[config.mk]
export PLATFORM = sky130hd
export DESIGN_NAME = uart_rx_os_flat
export DESIGN_NICKNAME = d
export VERILOG_FILES = /design/src/rtl/uart_pkg.sv /design/src/rtl/uart_rx_os_if.sv /design/src/rtl/uart_baud_tick.sv /design/src/rtl/uart_rx_os.sv /design/src/flat_wrapper.sv
export SDC_FILE = /design/constraint.sdc
export NUM_CORES = 1
export LEC_CHECK = 0
export CAP_MARGIN = 20
export CORE_MARGIN = 2
export CORE_UTILIZATION = 60
export CTS_CLUSTER_DIAMETER = 120
export DETAILED_ROUTE_END_ITERATION = 8
export DONT_BUFFER_PORTS = 1
export PLACE_DENSITY = 0.76
export SKIP_LAST_GASP = 1
export SYNTH_ARGS = -nofsm -noshare
export SYNTH_HDL_FRONTEND = slang
export SYNTH_SLANG_ARGS = --single-unit
[constraint.sdc]
create_clock -name clk -period 2.4 [get_ports clk]
set_input_delay 0 -clock clk [delete_from_list [all_inputs] [get_ports clk]]
set_output_delay 0 -clock clk [all_outputs]
set_load 0.03 [all_outputs]
[src/rtl/uart_pkg.sv]
// Shared UART definitions: receiver state encoding, divider calculation and parity helper.
package uart_pkg;

  typedef enum logic [2:0] {
    ST_IDLE,
    ST_START,
    ST_DATA,
    ST_PARITY,
    ST_STOP1,
    ST_STOP2,
    ST_WAIT_HIGH
  } uart_rx_state_t;

  function automatic int calc_div(input int sys_clk, input int baud_rate, input int oversample);
    return sys_clk / (baud_rate * oversample);
  endfunction

  // Callers zero-extend narrower words, so unused upper bits do not affect the result.
  function automatic logic parity_of(input logic [8:0] data);
    return ^data;
  endfunction

endpackage

[src/rtl/uart_rx_os_if.sv]
// Received-word output bundle with valid/ready handshake and status flags.
interface uart_rx_os_if #(
  parameter int data_width = 8
) ();
  logic [data_width-1:0] data_out;
  logic                  data_valid;
  logic                  data_ready;
  logic                  framing_error;
  logic                  parity_error;
  logic                  overrun_error;
  logic                  busy;

  modport master (
    output data_out, data_valid, framing_error, parity_error, overrun_error, busy,
    input  data_ready
  );

  modport slave (
    input  data_out, data_valid, framing_error, parity_error, overrun_error, busy,
    output data_ready
  );
endinterface

[src/rtl/uart_baud_tick.sv]
// Oversample tick divider: counts 0..div-1 while enabled, one-cycle os_tick at div-1.
module uart_baud_tick #(
  parameter int div = 65
) (
  input  logic clk,
  input  logic rst,
  input  logic en,
  input  logic clr,
  output logic os_tick
);
  localparam int cw = $clog2(div);

  logic [cw-1:0] cnt;

  always_ff @(posedge clk) begin
    if (!rst || clr || !en) cnt <= '0;
    else if (cnt == cw'(div - 1)) cnt <= '0;
    else cnt <= cnt + 1'b1;
  end

  assign os_tick = en && !clr && (cnt == cw'(div - 1));
endmodule

[src/rtl/uart_rx_os.sv]
// Oversampling UART receiver: 2-flop sync, 3-sample majority vote, valid/ready output.
// Defining UART_RX_BREAK_DET_EN adds the break_det pulse output.
// state     | meaning
// IDLE      | waiting for synced rx falling edge
// START     | validating start bit (false start returns to IDLE)
// DATA      | shifting data bits LSB first
// PARITY    | sampling parity bit
// STOP1     | first stop bit
// STOP2     | second stop bit
// WAIT_HIGH | line still low after frame, wait for idle level
module uart_rx_os
  import uart_pkg::*;
#(
  parameter int sys_clk    = 10_000_000,
  parameter int baud_rate  = 9600,
  parameter int data_width = 8,
  parameter int oversample = 16
) (
  input  logic clk,
  input  logic rst,
  input  logic baud_en,
  input  logic rx,
  input  logic parity_en,
  input  logic odd_r_even_parity,
  input  logic two_stop,
`ifdef UART_RX_BREAK_DET_EN
  output logic break_det,
`endif
  uart_rx_os_if.master bus
);
  localparam int div  = calc_div(sys_clk, baud_rate, oversample);
  localparam int half = oversample / 2;
  localparam int scw  = $clog2(oversample);
  localparam int bcw  = $clog2(data_width);

  if (data_width < 5 || data_width > 9) begin : g_chk_width
    $error("uart_rx_os: data_width must be 5..9");
  end
  if (oversample < 8 || (oversample % 2) != 0) begin : g_chk_os
    $error("uart_rx_os: oversample must be even and >= 8");
  end
  if (div < 2) begin : g_chk_div
    $error("uart_rx_os: clock divider must be >= 2");
  end

  uart_rx_state_t state, state_nx;

  logic sync1, sync2, rx_prev, rx_s, start_edge;
  logic os_tick, tick_en, go_start, commit, decide, bit_end;
  logic [scw-1:0] s_cnt;
  logic [bcw-1:0] bit_cnt;
  logic [data_width-1:0] data_sr, data_q;
  logic samp0, samp1, maj, par_bit, stop1_low;
  logic cfg_par, cfg_odd, cfg_two;
  logic fe_now, pe_now, brk, brk_gate, load;
  logic valid_q, fe_q, pe_q, ov_q;

  always_ff @(posedge clk) begin
    if (!rst) {sync1, sync2, rx_prev} <= 3'b111;
    else {sync1, sync2, rx_prev} <= {rx, sync1, sync2};
  end

  assign rx_s       = sync2;
  assign start_edge = rx_prev && !rx_s;
  assign tick_en    = baud_en && (state != ST_IDLE);

  uart_baud_tick #(.div(div)) u_tick (
    .clk    (clk),
    .rst    (rst),
    .en     (tick_en),
    .clr    (go_start),
    .os_tick(os_tick)
  );

  assign decide  = os_tick && (s_cnt == scw'(half + 1));
  assign bit_end = os_tick && (s_cnt == scw'(oversample - 1));
  assign maj     = (samp0 & samp1) | (samp0 & rx_s) | (samp1 & rx_s);
  assign fe_now  = !maj || ((state == ST_STOP2) && stop1_low);
  assign pe_now  = cfg_par && (par_bit != (parity_of(9'(data_sr)) ^ cfg_odd));
  assign brk     = !(|data_sr) && !(cfg_par && par_bit) &&
                   ((state == ST_STOP1) ? !maj : stop1_low);

  always_comb begin
    state_nx = state;
    go_start = 1'b0;
    commit   = 1'b0;
    case (state)
      ST_IDLE:
        if (start_edge) begin
          state_nx = ST_START;
          go_start = 1'b1;
        end
      ST_START:
        if (decide && maj) state_nx = ST_IDLE;
        else if (bit_end) state_nx = ST_DATA;
      ST_DATA:
        if (bit_end && (bit_cnt == bcw'(data_width - 1)))
          state_nx = cfg_par ? ST_PARITY : ST_STOP1;
      ST_PARITY:
        if (bit_end) state_nx = ST_STOP1;
      ST_STOP1:
        if (!cfg_two && decide) begin
          commit   = 1'b1;
          state_nx = (maj && !brk) ? ST_IDLE : ST_WAIT_HIGH;
        end else if (cfg_two && bit_end) begin
          state_nx = ST_STOP2;
        end
      ST_STOP2:
        if (decide) begin
          commit   = 1'b1;
          state_nx = (maj && !brk) ? ST_IDLE : ST_WAIT_HIGH;
        end
      ST_WAIT_HIGH:
        if (rx_s) state_nx = ST_IDLE;
      default: state_nx = ST_IDLE;
    endcase
    // Dropping baud_en abandons any partial frame without touching the output register.
    if (!baud_en) begin
      state_nx = ST_IDLE;
      go_start = 1'b0;
      commit   = 1'b0;
    end
  end

  always_ff @(posedge clk) begin
    if (!rst) state <= ST_IDLE;
    else state <= state_nx;
  end

  always_ff @(posedge clk) begin
    if (!rst) begin
      s_cnt     <= '0;
      bit_cnt   <= '0;
      data_sr   <= '0;
      samp0     <= 1'b1;
      samp1     <= 1'b1;
      par_bit   <= 1'b0;
      stop1_low <= 1'b0;
      cfg_par   <= 1'b0;
      cfg_odd   <= 1'b0;
      cfg_two   <= 1'b0;
    end else begin
      if (go_start) begin
        s_cnt     <= '0;
        bit_cnt   <= '0;
        stop1_low <= 1'b0;
        cfg_par   <= parity_en;
        cfg_odd   <= odd_r_even_parity;
        cfg_two   <= two_stop;
      end else if (os_tick) begin
        s_cnt <= (s_cnt == scw'(oversample - 1)) ? '0 : s_cnt + 1'b1;
      end
      if (os_tick && (s_cnt == scw'(half - 1))) samp0 <= rx_s;
      if (os_tick && (s_cnt == scw'(half))) samp1 <= rx_s;
      if (decide) begin
        if (state == ST_DATA) data_sr <= {maj, data_sr[data_width-1:1]};
        if (state == ST_PARITY) par_bit <= maj;
        if (state == ST_STOP1) stop1_low <= !maj;
      end
      if (bit_end && (state == ST_DATA)) bit_cnt <= bit_cnt + 1'b1;
    end
  end

`ifdef UART_RX_BREAK_DET_EN
  assign brk_gate = brk;

  always_ff @(posedge clk) begin
    if (!rst) break_det <= 1'b0;
    else break_det <= commit && brk;
  end
`else
  assign brk_gate = 1'b0;
`endif

  // A commit while the consumer accepts the old word loads the new one in the same cycle.
  assign load = commit && !brk_gate && (!valid_q || bus.data_ready);

  always_ff @(posedge clk) begin
    if (!rst) begin
      data_q  <= '0;
      valid_q <= 1'b0;
      fe_q    <= 1'b0;
      pe_q    <= 1'b0;
      ov_q    <= 1'b0;
    end else if (load) begin
      data_q  <= data_sr;
      valid_q <= 1'b1;
      fe_q    <= fe_now;
      pe_q    <= pe_now;
      ov_q    <= 1'b0;
    end else if (valid_q && bus.data_ready) begin
      valid_q <= 1'b0;
      fe_q    <= 1'b0;
      pe_q    <= 1'b0;
      ov_q    <= 1'b0;
    end else if (commit && !brk_gate) begin
      ov_q <= 1'b1;
    end
  end

  assign bus.data_out      = data_q;
  assign bus.data_valid    = valid_q;
  assign bus.framing_error = fe_q;
  assign bus.parity_error  = pe_q;
  assign bus.overrun_error = ov_q;
  assign bus.busy          = (state != ST_IDLE);
endmodule
[src/flat_wrapper.sv]
// flat-port wrapper written by rule: the top's interface ports become plain ports
module uart_rx_os_flat import uart_pkg::*;
#(
  parameter int sys_clk    = 10_000_000,
  parameter int baud_rate  = 9600,
  parameter int data_width = 8,
  parameter int oversample = 16
)
  (clk, rst, baud_en, rx, parity_en, odd_r_even_parity, two_stop, bus_data_out, bus_data_valid, bus_framing_error, bus_parity_error, bus_overrun_error, bus_busy, bus_data_ready);
  uart_rx_os_if #(.data_width(data_width)) bus_i ();
  input  logic clk;
  input  logic rst;
  input  logic baud_en;
  input  logic rx;
  input  logic parity_en;
  input  logic odd_r_even_parity;
  input  logic two_stop;
  output wire logic [$bits(bus_i.data_out)-1:0] bus_data_out;
  output wire logic [$bits(bus_i.data_valid)-1:0] bus_data_valid;
  output wire logic [$bits(bus_i.framing_error)-1:0] bus_framing_error;
  output wire logic [$bits(bus_i.parity_error)-1:0] bus_parity_error;
  output wire logic [$bits(bus_i.overrun_error)-1:0] bus_overrun_error;
  output wire logic [$bits(bus_i.busy)-1:0] bus_busy;
  input wire logic [$bits(bus_i.data_ready)-1:0] bus_data_ready;
  assign bus_data_out = bus_i.data_out;
  assign bus_data_valid = bus_i.data_valid;
  assign bus_framing_error = bus_i.framing_error;
  assign bus_parity_error = bus_i.parity_error;
  assign bus_overrun_error = bus_i.overrun_error;
  assign bus_busy = bus_i.busy;
  assign bus_i.data_ready = bus_data_ready;
  uart_rx_os #(.sys_clk(sys_clk), .baud_rate(baud_rate), .data_width(data_width), .oversample(oversample)) u_core (.clk(clk), .rst(rst), .baud_en(baud_en), .rx(rx), .parity_en(parity_en), .odd_r_even_parity(odd_r_even_parity), .two_stop(two_stop), .bus(bus_i));
endmodule
== After elaboration in Yosys (flattened, before gate mapping) ==
Index checks and enable logic that the tools add are counted.

* Add/subtract/negate cells: 3
* Multipliers: 0
* Div/mod/pow operators: 0
* $lt $le $gt $ge: 0
* Equal/unequal tests: 20
* Shifts and indexed selects: 0
* Multiplexer cells: 30
* Bitwise logic cells: 7
* Reduce and logical (&&, ||, !) cells: 48

{| class="wikitable"
|+ Operator list
! operator !! number
|-
| $mux W3 || 13
|-
| $logic_and A1 B1 Y1 || 21
|-
| $pmux W3 S7 || 1
|-
| $mux W1 || 14
|-
| $eq A3 B3 Y1 const B || 4
|-
| $eq A4 B4 Y1 const B || 3
|-
| $logic_not A1 Y1 || 10
|-
| $ne A2 B1 Y1 const B || 5
|-
| $reduce_xor A9 Y1 || 1
|-
| $reduce_or A8 Y1 || 1
|-
| $add A7 B1 Y7 const B || 1
|-
| $eq A7 B7 Y1 const B || 1
|-
| $reduce_and A7 Y1 || 1
|-
| $eq A3 B2 Y1 const B || 2
|-
| $reduce_and A2 Y1 || 3
|-
| $add A4 B1 Y4 const B || 1
|-
| $eq A4 B3 Y1 const B || 1
|-
| $logic_or A1 B1 Y1 || 4
|-
| $mux W4 || 1
|-
| $reduce_bool A2 Y1 || 2
|-
| $reduce_or A2 Y1 || 2
|-
| $add A3 B1 Y3 const B || 1
|-
| $and A1 B1 Y1 || 3
|-
| $eq A3 B1 Y1 const B || 1
|-
| 10 further kinds || 11
|}

* Register bits after elaboration: 47
* Bits in latches: 0
* RAM bits: 0
* ROM bits: 0
* Input bits: 8
* Output and inout bits: 13
* Word-level logic and storage cells: 128
* Memories kept: 0

== Longest topological paths before layout ==
Gate-level depths: netlist (run 1).

* Depth in word-level cells: 15
* Depth in mapped cells: 8
* Gate-level depth less buffers: 7

== Cells and area by module ==
From an unflattened synthesis (run 1), not the netlist that was laid out.

* Cell total of the unflattened synthesis: 279
* Area total of the unflattened synthesis: 2,436.1 um^2

{| class="wikitable"
|+ By module, submodules not included
! module !! instances !! cells each !! area an instance (um^2) !! sequential area each (um^2)
|-
| uart_rx_os || 1 || 243 || 2,112.0 || 800.8
|-
| uart_baud_tick || 1 || 36 || 324.1 || 140.1
|}

== Worst setup path before layout (run 1) ==
Ideal clock, no wire load.

* Path type: reg-to-reg
* Start point: register u_core.u_tick.cnt[0]
* End point: register u_core.state[1]
* Library setup time: 0.072 ns
* Data arrival time: 1.882 ns
* Data required time: 2.328 ns
* Setup slack: 0.446 ns
* Stages on the path, launching flop included: 8
* Buffers on the path: 0
* Clock period less this slack: 1.954 ns
* Cell sequence: dfxtp_1 -> inv_1 -> ha_1 -> or4b_4 -> or4_4 -> a221oi_2 -> o21ai_1 -> mux2i_1

* Word-level cells in the longest chain between the ends: 6
* Elaborated cells on any way between the ends: 17
* Classes of those cells: 6 x eq/ne; 3 x mux; 8 x reduce/logical

{| class="wikitable"
|+ RTL lines
! element !! RTL line !! RTL
|-
| from (decl) || uart_baud_tick.sv:13 || <nowiki>logic [cw-1:0] cnt;</nowiki>
|-
| from (signal assigned) || uart_baud_tick.sv:18 || <nowiki>else cnt <= cnt + 1'b1;</nowiki>
|-
| $eq A7 B7 Y1 * || uart_baud_tick.sv:21 || <nowiki>assign os_tick = en && !clr && (cnt == cw'(div - 1));</nowiki>
|-
| $logic_and A1 B1 Y1 * || uart_baud_tick.sv:21 ||
|-
| $logic_and A1 B1 Y1 (on tied branches) || uart_rx_os.sv:76, uart_rx_os.sv:75 ||
|-
| $logic_and A1 B1 Y1 (on tied branches) || -- ||
|-
| $ne A3 B3 Y1 (no line) (tied with other cells) || -- ||
|-
| $reduce_and A7 Y1 (no line) / $pmux W3 S7 (equally long branches) || -- ||
|-
| to (signal assigned) || uart_rx_os.sv:127 || <nowiki>else state <= state_nx;</nowiki>
|-
| to (decl) || uart_rx_os.sv:46 || <nowiki>uart_rx_state_t state, state_nx;</nowiki>
|}

Every way passes the cells marked *; elsewhere a longest branch is shown, timed or not.
A chain may end at the register's enable or synchronous reset.

== Final worst setup path (run 1) ==
* Start point: register u_core.u_tick.cnt[0]
* End point: register u_core.bit_cnt[0]

* Word-level cells in the longest chain between the ends: 5
* Elaborated cells on any way between the ends: 6
* Classes of those cells: 1 x eq/ne; 1 x mux; 4 x reduce/logical

{| class="wikitable"
|+ RTL lines
! element !! RTL line !! RTL
|-
| $eq A7 B7 Y1 * || uart_baud_tick.sv:21 ||
|-
| $logic_and A1 B1 Y1 * || uart_baud_tick.sv:21 ||
|-
| $logic_and A1 B1 Y1 * || uart_rx_os.sv:76 || <nowiki>assign bit_end = os_tick && (s_cnt == scw'(oversample - 1));</nowiki>
|-
| $logic_and A1 B1 Y1 * || uart_rx_os.sv:160 || <nowiki>if (bit_end && (state == ST_DATA)) bit_cnt <= bit_cnt + 1'b1;</nowiki>
|-
| $mux W3 / $reduce_bool A2 Y1 (equally long branches) || -- ||
|-
| to (signal assigned) || uart_rx_os.sv:160 ||
|-
| to (decl) || uart_rx_os.sv:51 || <nowiki>logic [bcw-1:0] bit_cnt;</nowiki>
|}

Marks and branches as above.

==> impl.org, run 1 <==
** Power and ir drop
- Pwr Density :: 498.3 mW/mm²
- Of the total power, the share spent switching nets is 0.2188.
- Of the total power, combinational logic draws 0.038.
- IR analysis of the VDD net gives a maximum drop of 0.3465 mV.
- For this design the total switching power over the nets is 281.7 µW.
- Summed over all cells, the static leakage comes to 0.9183 nW.
- Cell-internal power :: 1.006 mW
- The share of total power dissipated in the clock network is 0.351.
- Summing internal, switching and leakage power gives 1.288 mW.
- Sequential share of power :: 0.611

** Worst setup path
- Tracing the worst setup path back leads to its startpoint at u_core.u_tick.cnt[0].
- Reg-to-reg critical path startpoint :: u_core.u_tick.cnt[0]
- Delay contributed by the slowest stage of the critical path :: 0.46 ns
- Largest fanout on the critical path :: 6
- Required arrival time at the worst endpoint :: 2.59 ns
- STA puts the critical path data arrival time at 2.32 ns.
- Worst path slowest cell :: sky130_fd_sc_hd__nor4b_1
- The worst setup path is of the flop to flop kind.
- Critical Path End Type :: flop
- Walking the worst path, the cells encountered are inv_1 > ha_1 > nor4b_1 > and4_1 > nand3_1 > and3_1 > o21a_1.
- STA classifies the critical path startpoint as a flop.

** Drt
- After detailed routing, the number of remaining DRC violations is 0.
- In the final routed layout, each cell accounts on average for 14.68 µm.
- Once detail routing completed, the nets flagged for antenna violations numbered 0.
- Number of violations reported at the end of detailed-routing iteration 0 :: 71
- Using the TritonRoute via totals, the vias-per-cell ratio works out to 5.858.
- The pre-antenna-repair detailed-routing pass consisted of 4 iterations.
- Final WL :: 4.844 mm
- Overall via count from detail_route :: 1933

** Logic synthesis
- Main synth FF type :: sky130_fd_sc_hd__dfxtp_1
- For this run, the register share of the synthesized area comes to 0.3941.
- For this run, the number of Yosys warnings is 0.
- Synthesized area per cell :: 8.713 µm²
- Count of distinct cell types in the synthesized netlist :: 44
- The synthesized design contains 47 register bits.
- In this run the cell area of the synthesized design comes to 0.002387 mm².
- Yosys mapped a number of flops with a built-in enable equal to 0.
- Cells after Synth :: 274
- Counting every net in the synthesized netlist gives 293.
- In the synthesized netlist the async set-or-reset flop fraction comes to 0.

** STA
- Summed negative setup slack over all endpoints :: 0 ns
- Fraction of the cycle the final worst path needs :: 0.8884
- Slew at the pin closest to its max-slew limit :: 1.033 ns
- Worst slack on hold paths :: 0.09204 ns
- Min Clock Period, post-route :: 2.132 ns
- Final hold violation count :: 0
- Peak clock frequency supported by timing :: 469.0 MHz
- The count of final max-slew check failures came to 0.
- Clock skew on the completed layout was measured at 0.004424 ns.
- Setup violations remaining at the end of the flow were counted as 0.
- Relative slew slack :: 0.3092
- RSZ-0062 raised after global routing :: no

** GRT
- The initial antenna violation count came to 0.
- Wire length of the first global-routing pass :: 8.128 mm
- The number of global-route vias before repair came to 1798.
- In the global route stage, overall resource usage came out at 0.2393.
- After global routing the overflow that remains totals 0.
- Entering global routing, the biggest net connects 35 pins.

** Floorplanning
- The floorplan has 22 rows.
- The die covers 0.004499 mm².
- The die is 67.08 µm wide.
- Top-Level Pins :: 21
- Core ar. :: 0.003744 mm²
- The initial utilization of the core area, before any placement, comes to 0.6377.
- Die extent in y :: 67.08 µm

** Clocking
- After clock tree synthesis, the repair step resized 0 gates.
- Clock slew seen by the registers of the worst setup and hold paths :: 0.08 ns
- The H-tree was split into 2 levels.
- The number of hold buffers added after CTS was 6.
- CTS Root Buffer Type :: sky130_fd_sc_hd__clkbuf_8
- Clock tree from TritonCTS :: yes
- The clock reaches the later pin of the worst-skew pair after 0.29 ns.
- In this run the deepest clock path goes through 2 buffers.
- CTS sink count :: 47
- TritonCTS created 5 clock buffers.
- Once the clock tree was built, the setup fixing pass inserted 0 buffers.

** Worst hold path
- Class of the tightest hold or removal check :: input port to flop
- The startpoint identified for the worst hold timing path is baud_en.

** Layout
- At the end of the flow, the number of nets in the layout was 300.
- For this run, the number of standard cells in the final layout without fillers is 330.
- Area used by sequential logic in the layout :: 940.9 µm²
- 0 antenna diodes ended up in the layout.
- Number of filler cells placed in the layout :: 328
- At the end of the flow the core is filled with cells to 0.6902.
- The area growth from synthesis to layout is 8.229%.
- Area of combinational cells with multiple inputs :: 0.001338 mm²
- Share of layout cells above drive strength 1 :: 0.06383

** Place
- During placement, the flow inserted port buffers numbering 0.
- Summed over all nets, the half-perimeter wirelength after detailed placement is 3.402 mm.
- At the end of routability-driven placement, the weighted congestion stood at 0.8966.
- Placed insts :: 316

** Job
- The tool flagged a number of max-cap violations equal to 0.

** Run status
- Status :: finished, final reports clean
-- worst paths after layout --
path,end,slack [ns],cells past startpoint
max,u_core.bit_cnt[0],0.27,7
min,u_core.s_cnt[1],0.09,3
max reg2reg,u_core.bit_cnt[0],0.27,7
min reg2reg,u_core.rx_s,0.43,1
-- power groups by stage --
| stage | Combinational (mW) | Sequential [mW] | Clock [mW] |
|---|---|---|---|
| after detailed placement | 0.0330 | 0.805 | 0 |
| after global routing | 0.0535 | 0.787 | 0.487 |
| after CTS | 0.0488 | 0.786 | 0.463 |
| final | 0.0494 | 0.786 | 0.452 |
| after floorplan | 0.0324 | 0.804 | 0 |
| after global placement | 0.0328 | 0.805 | 0 |
-- cells by family (layout without fill, tap and decap cells) --
kind of cell / Yosys count / after routing / share of synthesized area
fa+ha+maj: 12 / 12 / 0.06184
simple gates: 115 / 115 / 0.2547
flops: 47 / 47 / 0.3941
xor+xnor: 11 / 11 / 0.04036
mux: 17 / 17 / 0.07128
compound gates: 44 / 44 / 0.1321
buf+inv: 28 / 36 / 0.04560
-- registers in the layout (all words and copies together) (netlist names), 3 cells and up --
register             flops
u_core.data_sr           8
u_core.bus.data_out      8
u_core.s_cnt             4
u_core.bit_cnt           3
u_core.u_tick.cnt        7
u_core.state             3
-- critical path, delay by kind of cell (launching register included) --
kind	cells	cell delay, ns
simple gates	4	1.29
flops	1	0.35
compound gates	1	0.17
fa+ha+maj	1	0.15
buf+inv	1	0.06
-- per-layer routing --
layer / GRT usage / share of wire
met5: 0 / 0
met4: 0.08163 / 0.016
met3: 0.05068 / 0.061
met2: 0.4035 / 0.47
met1: 0.3004 / 0.45
-- synthesized netlist by cell type, drive strengths merged (7+ instances only) --
| master | instances | area share |
|---|---|---|
| nand3 | 22 | 0.046 |
| nand2 | 26 | 0.041 |
| nand2b | 7 | 0.018 |
| a21boi | 13 | 0.041 |
| mux2i | 17 | 0.071 |
| dfxtp | 47 | 0.39 |
| nor2b | 15 | 0.039 |
| o21ai | 9 | 0.019 |
| inv | 17 | 0.027 |
| clkbuf | 8 | 0.013 |
| nor2 | 17 | 0.027 |
| nor3 | 7 | 0.015 |
| ha | 11 | 0.058 |
-- per-stage QoR --
step	area [µm²]	setup slack [ns]
final	2584	0.2679
after floorplan	2387	0.4460
after global placement	2440	0.3231
after CTS	2584	0.2535
after global routing	2584	0.04210
after detailed placement	2440	0.2747
-- area by class of cell --
| cell class | instances | share of cell area |
|---|---|---|
| clock inverter | 3 | 0.005811 |
| timing repair buffer | 11 | 0.03777 |
| inverter | 17 | 0.02470 |
| tap | 48 | 0.02324 |
| multi-input combinational | 199 | 0.5177 |
| clock buffer | 5 | 0.02663 |
| sequential | 47 | 0.3642 |
-- cell usage in the layout (no fill, tap or decap), types with 7 or more instances in the layout --
master / synthesis / final
sky130_fd_sc_hd__a21boi_0: 13 / 13
sky130_fd_sc_hd__dfxtp_1: 47 / 47
sky130_fd_sc_hd__ha_1: 11 / 11
sky130_fd_sc_hd__inv_1: 17 / 17
sky130_fd_sc_hd__mux2i_1: 17 / 17
sky130_fd_sc_hd__nand2_1: 26 / 26
sky130_fd_sc_hd__nand2b_1: 7 / 7
sky130_fd_sc_hd__nand3_1: 22 / 22
sky130_fd_sc_hd__nor2_1: 17 / 17
sky130_fd_sc_hd__nor2b_1: 15 / 15
sky130_fd_sc_hd__nor3_1: 7 / 7
sky130_fd_sc_hd__o21ai_0: 8 / 8
No activity file was read; power rests on OpenSTA's default activity.
==> inputs of run 2 (changes only) <==
- BUFFER_PORTS_ARGS: not set -> -buffer_cell sky130_fd_sc_hd__buf_4
- CORE_UTILIZATION: 60 -> 55
- DONT_BUFFER_PORTS: 1 -> not set
- GPL_TIMING_DRIVEN: not set -> 0
- PLACE_DENSITY: 0.76 -> 0.74
==> run 2 against run 1 <==
Critical path depth grew 1. Via count grew 5.6%. Utilization shrank 0.77 points. Register-to-register slack lost 0.03 ns. Total power grew 13%. Global-route usage shrank 0.53 points. Die area grew 8.5%. Cell area grew 7.9%. Wire length grew 9.5%. Sequential share of layout area shrank 2.7 points. Largest cell class unchanged. Highest routed layer unchanged.
==> impl.org, run 2 (synthesized netlist as in run 1, its figures left out) <==
** Layout
- The final-layout fill cell count is 357 (+8.8%).
- Most frequent cells in the layout :: sky130_fd_sc_hd__dfxtp_1 (47), sky130_fd_sc_hd__nand2_1 (26), sky130_fd_sc_hd__nand3_1 (22)
- Post-route core utilization :: 0.6825 (-0.007688)
- Antenna Cells :: 0 (unchanged)
- Nets :: 326 (+8.7%)
- Relative to the synthesized area, the layout overhead comes to 16.82%.
- The share of layout cells above drive strength 1 came to 0.1234 (+0.05955).
- Most common library cell in the layout ignoring fill and taps :: sky130_fd_sc_hd__dfxtp_1

** STA
- Summed negative setup slack over all endpoints :: 0 ns (unchanged)
- Final setup violation count :: 0 (unchanged)
- The count of final max-slew check failures came to 0 (unchanged).
- Slew at the pin closest to its max-slew limit :: 0.5325 ns (-0.5003 ns)
- The remaining max-slew budget at the tightest pin was 0.6450 (+0.3358).
- The shortest period the worst path allows is 2.160 ns (+0.02844 ns).
- Final hold violation count :: 0 (unchanged)
- RSZ-0062 raised after global routing :: no
- Peak clock frequency supported by timing :: 462.9 MHz (-1.3%)
- Final worst clock skew :: 0.003481 ns (-0.0009432 ns)
- The final cycle utilization of the critical path is 0.9002 (+0.01185).

** Drt
- The initial DRC count came to 84 (+18%).
- DR WL/cell :: 14.82 µm (+0.97%)
- The number of antenna-violating nets in the routed design was 0 (unchanged).
- The final wirelength came to 5.306 mm (+9.5%).
- Remaining DRCs :: 0 (unchanged)
- The average via count per standard cell was 5.704 (-2.6%).
- The vias after detailed routing is 2042 (+5.6%).
- The number of iterations in the first detailed-routing pass was 4 (unchanged).

** GRT
- The initial antenna violation count came to 0 (unchanged).
- The total global-route track usage was 0.2341 (-0.005265).
- Via count of the first global-routing pass :: 2027 (+13%)
- The total overflow reported by the global router was 0 (unchanged).
- The maximum number of pins on one net before global-route repair is 15 (-57%).
- Wire length of the first global-routing pass :: 9.204 mm (+13%)

** Floorplanning
- The area of the core was 0.004086 mm² (+9.2%).
- Die extent in y :: 69.88 µm (+4.2%)
- Number of standard-cell rows in the floorplan :: 23 (+4.5%)
- Total Die Area :: 0.004883 mm² (+8.5%)
- Initial standard-cell utilization of the core :: 0.5842 (-0.05350)
- The width of the die is 69.88 µm (+4.2%).
- Top-Level Pins :: 21 (unchanged)

** Power and ir drop
- IR drop worst, VDD :: 0.4608 mV (+33%)
- The static leakage was 1.038 nW (+13%).
- The power density over the cells is 519.7 mW/mm² (+4.3%).

** Clocking
- Clock latency on the worst-skew pair :: 0.30 ns (about the same)
- The clock edge transition at the registers on the reported setup and hold paths is 0.08 ns (about the same).
- CTS sink count :: 47 (unchanged)
- CTS placed an instance of sky130_fd_sc_hd__clkbuf_8 at the clock tree root.
- The TritonCTS buffer count was 5 (unchanged).
- Maximum number of buffers from clock root to sink :: 2 (unchanged)
- Clock tree from TritonCTS :: yes
- Number of H-tree levels :: 2 (unchanged)

** Worst setup path
- Required arrival time at the worst endpoint :: 2.59 ns (about the same)
- Worst path slowest cell :: sky130_fd_sc_hd__or4b_4
- The critical path in this run is classified as flop to flop.
- The worst setup path is captured at a flop.
- Cell Chain, Critical Path :: inv_1 > ha_1 > or4b_4 > nor3_2 > buf_2 > nand2_1 > nand2_1 > a21boi_0
- Counting stages on the worst path, the most repeated cell is sky130_fd_sc_hd__nand2_1.
- Delay contributed by the slowest stage of the critical path :: 0.50 ns (+0.04 ns)
- The highest fanout seen on the critical path came to 10 (+4).
- STA classifies the critical path startpoint as a flop.
- The number of buffer and inverter instances along the worst setup path came to 2 (+1).
- The data arrival time of the worst path was 2.35 ns (+0.03 ns).
- In this design, the largest share of critical-path delay is due to simple AND/OR/NAND/NOR gates.

** Worst hold path
- Class of the tightest hold or removal check :: input port to flop

** Run status
- Status :: finished, final reports clean

** Job
- The max-cap check violation count was 0 (unchanged).

** Place
- The quantity of I/O buffers inserted on ports came to 20 (+20).
- Half-perimeter wire length of the detailed placement result :: 3.713 mm (+9.2%)
- The final weighted congestion in routability-driven placement is 0.8309 (-7.3%).
==> run 2: cell type report <==
cell class / instances / area (µm²) / share of cell area
inverters: 17 / 63.81 / 0.02288
plain buffers: 11 / 45.04 / 0.01615
clock inverters: 2 / 35.03 / 0.01256
flip-flops and latches: 47 / 940.9 / 0.3374
multi-input cells: 199 / 1349 / 0.4836
clock buffers: 6 / 82.58 / 0.02961
well taps: 50 / 62.56 / 0.02243
repair buffers: 26 / 210.2 / 0.07537
==> run 2: where the power goes <==
part           total [mW]  internal, mW  switching, mW  leakage (nW)
clock network       0.600         0.337          0.263        0.0612
logic              0.0629        0.0313         0.0315         0.598
registers           0.786         0.783        0.00335         0.379
==> run 2: through the flow <==
step                      instances  worst slack (ns)  cell area, µm²  hold slack, ns  power [mW]
after floorplan                 274            0.4460            2387         0.07304      0.8359
after global placement          344            0.1953            2600          0.1838      0.8591
after detailed placement        344            0.1053            2600          0.1871      0.8590
after CTS                       358           0.06146            2778        0.002511       1.461
after global routing            358           0.07046            2789         0.02698       1.491
final                           358            0.2395            2789        0.003137       1.449
==> run 2: timing repair <==
action,CTS,global route
endpoints found under the setup margin,0,17
endpoints found under the hold margin,6,0
hold buffers,6,0
resized for setup,0,2
buffers inserted,0,0
==> run 2: metal layers <==
metal  global-route usage  vias up  share of wire
li1                     -     1026              -
met5                    0        -              0
met1               0.2931      963           0.45
met2               0.3968       43           0.49
met4              0.08974        0          0.021
met3              0.04618       10          0.039
==> run 2: worst min-delay path, cell delays in order <==
cell and delay (ns):
sky130_fd_sc_hd__buf_4 0.09, sky130_fd_sc_hd__nand2_1 0.06, sky130_fd_sc_hd__o21ai_0 0.07, sky130_fd_sc_hd__nor2_1 0.05
==> run 2: worst paths after layout <==
| kind | from | endpoint | slack, ns | cells past startpoint |
|---|---|---|---|---|
| setup / recovery | u_core.u_tick.cnt[0] | u_core.data_sr[0] | 0.24 | 8 |
| hold / removal | bus_data_ready | u_core.bus.overrun_error | 0.003 | 4 |
| hold reg to reg | u_core.sync1 | u_core.rx_s | 0.44 | 1 |
| setup reg to reg | u_core.u_tick.cnt[0] | u_core.data_sr[0] | 0.24 | 8 |
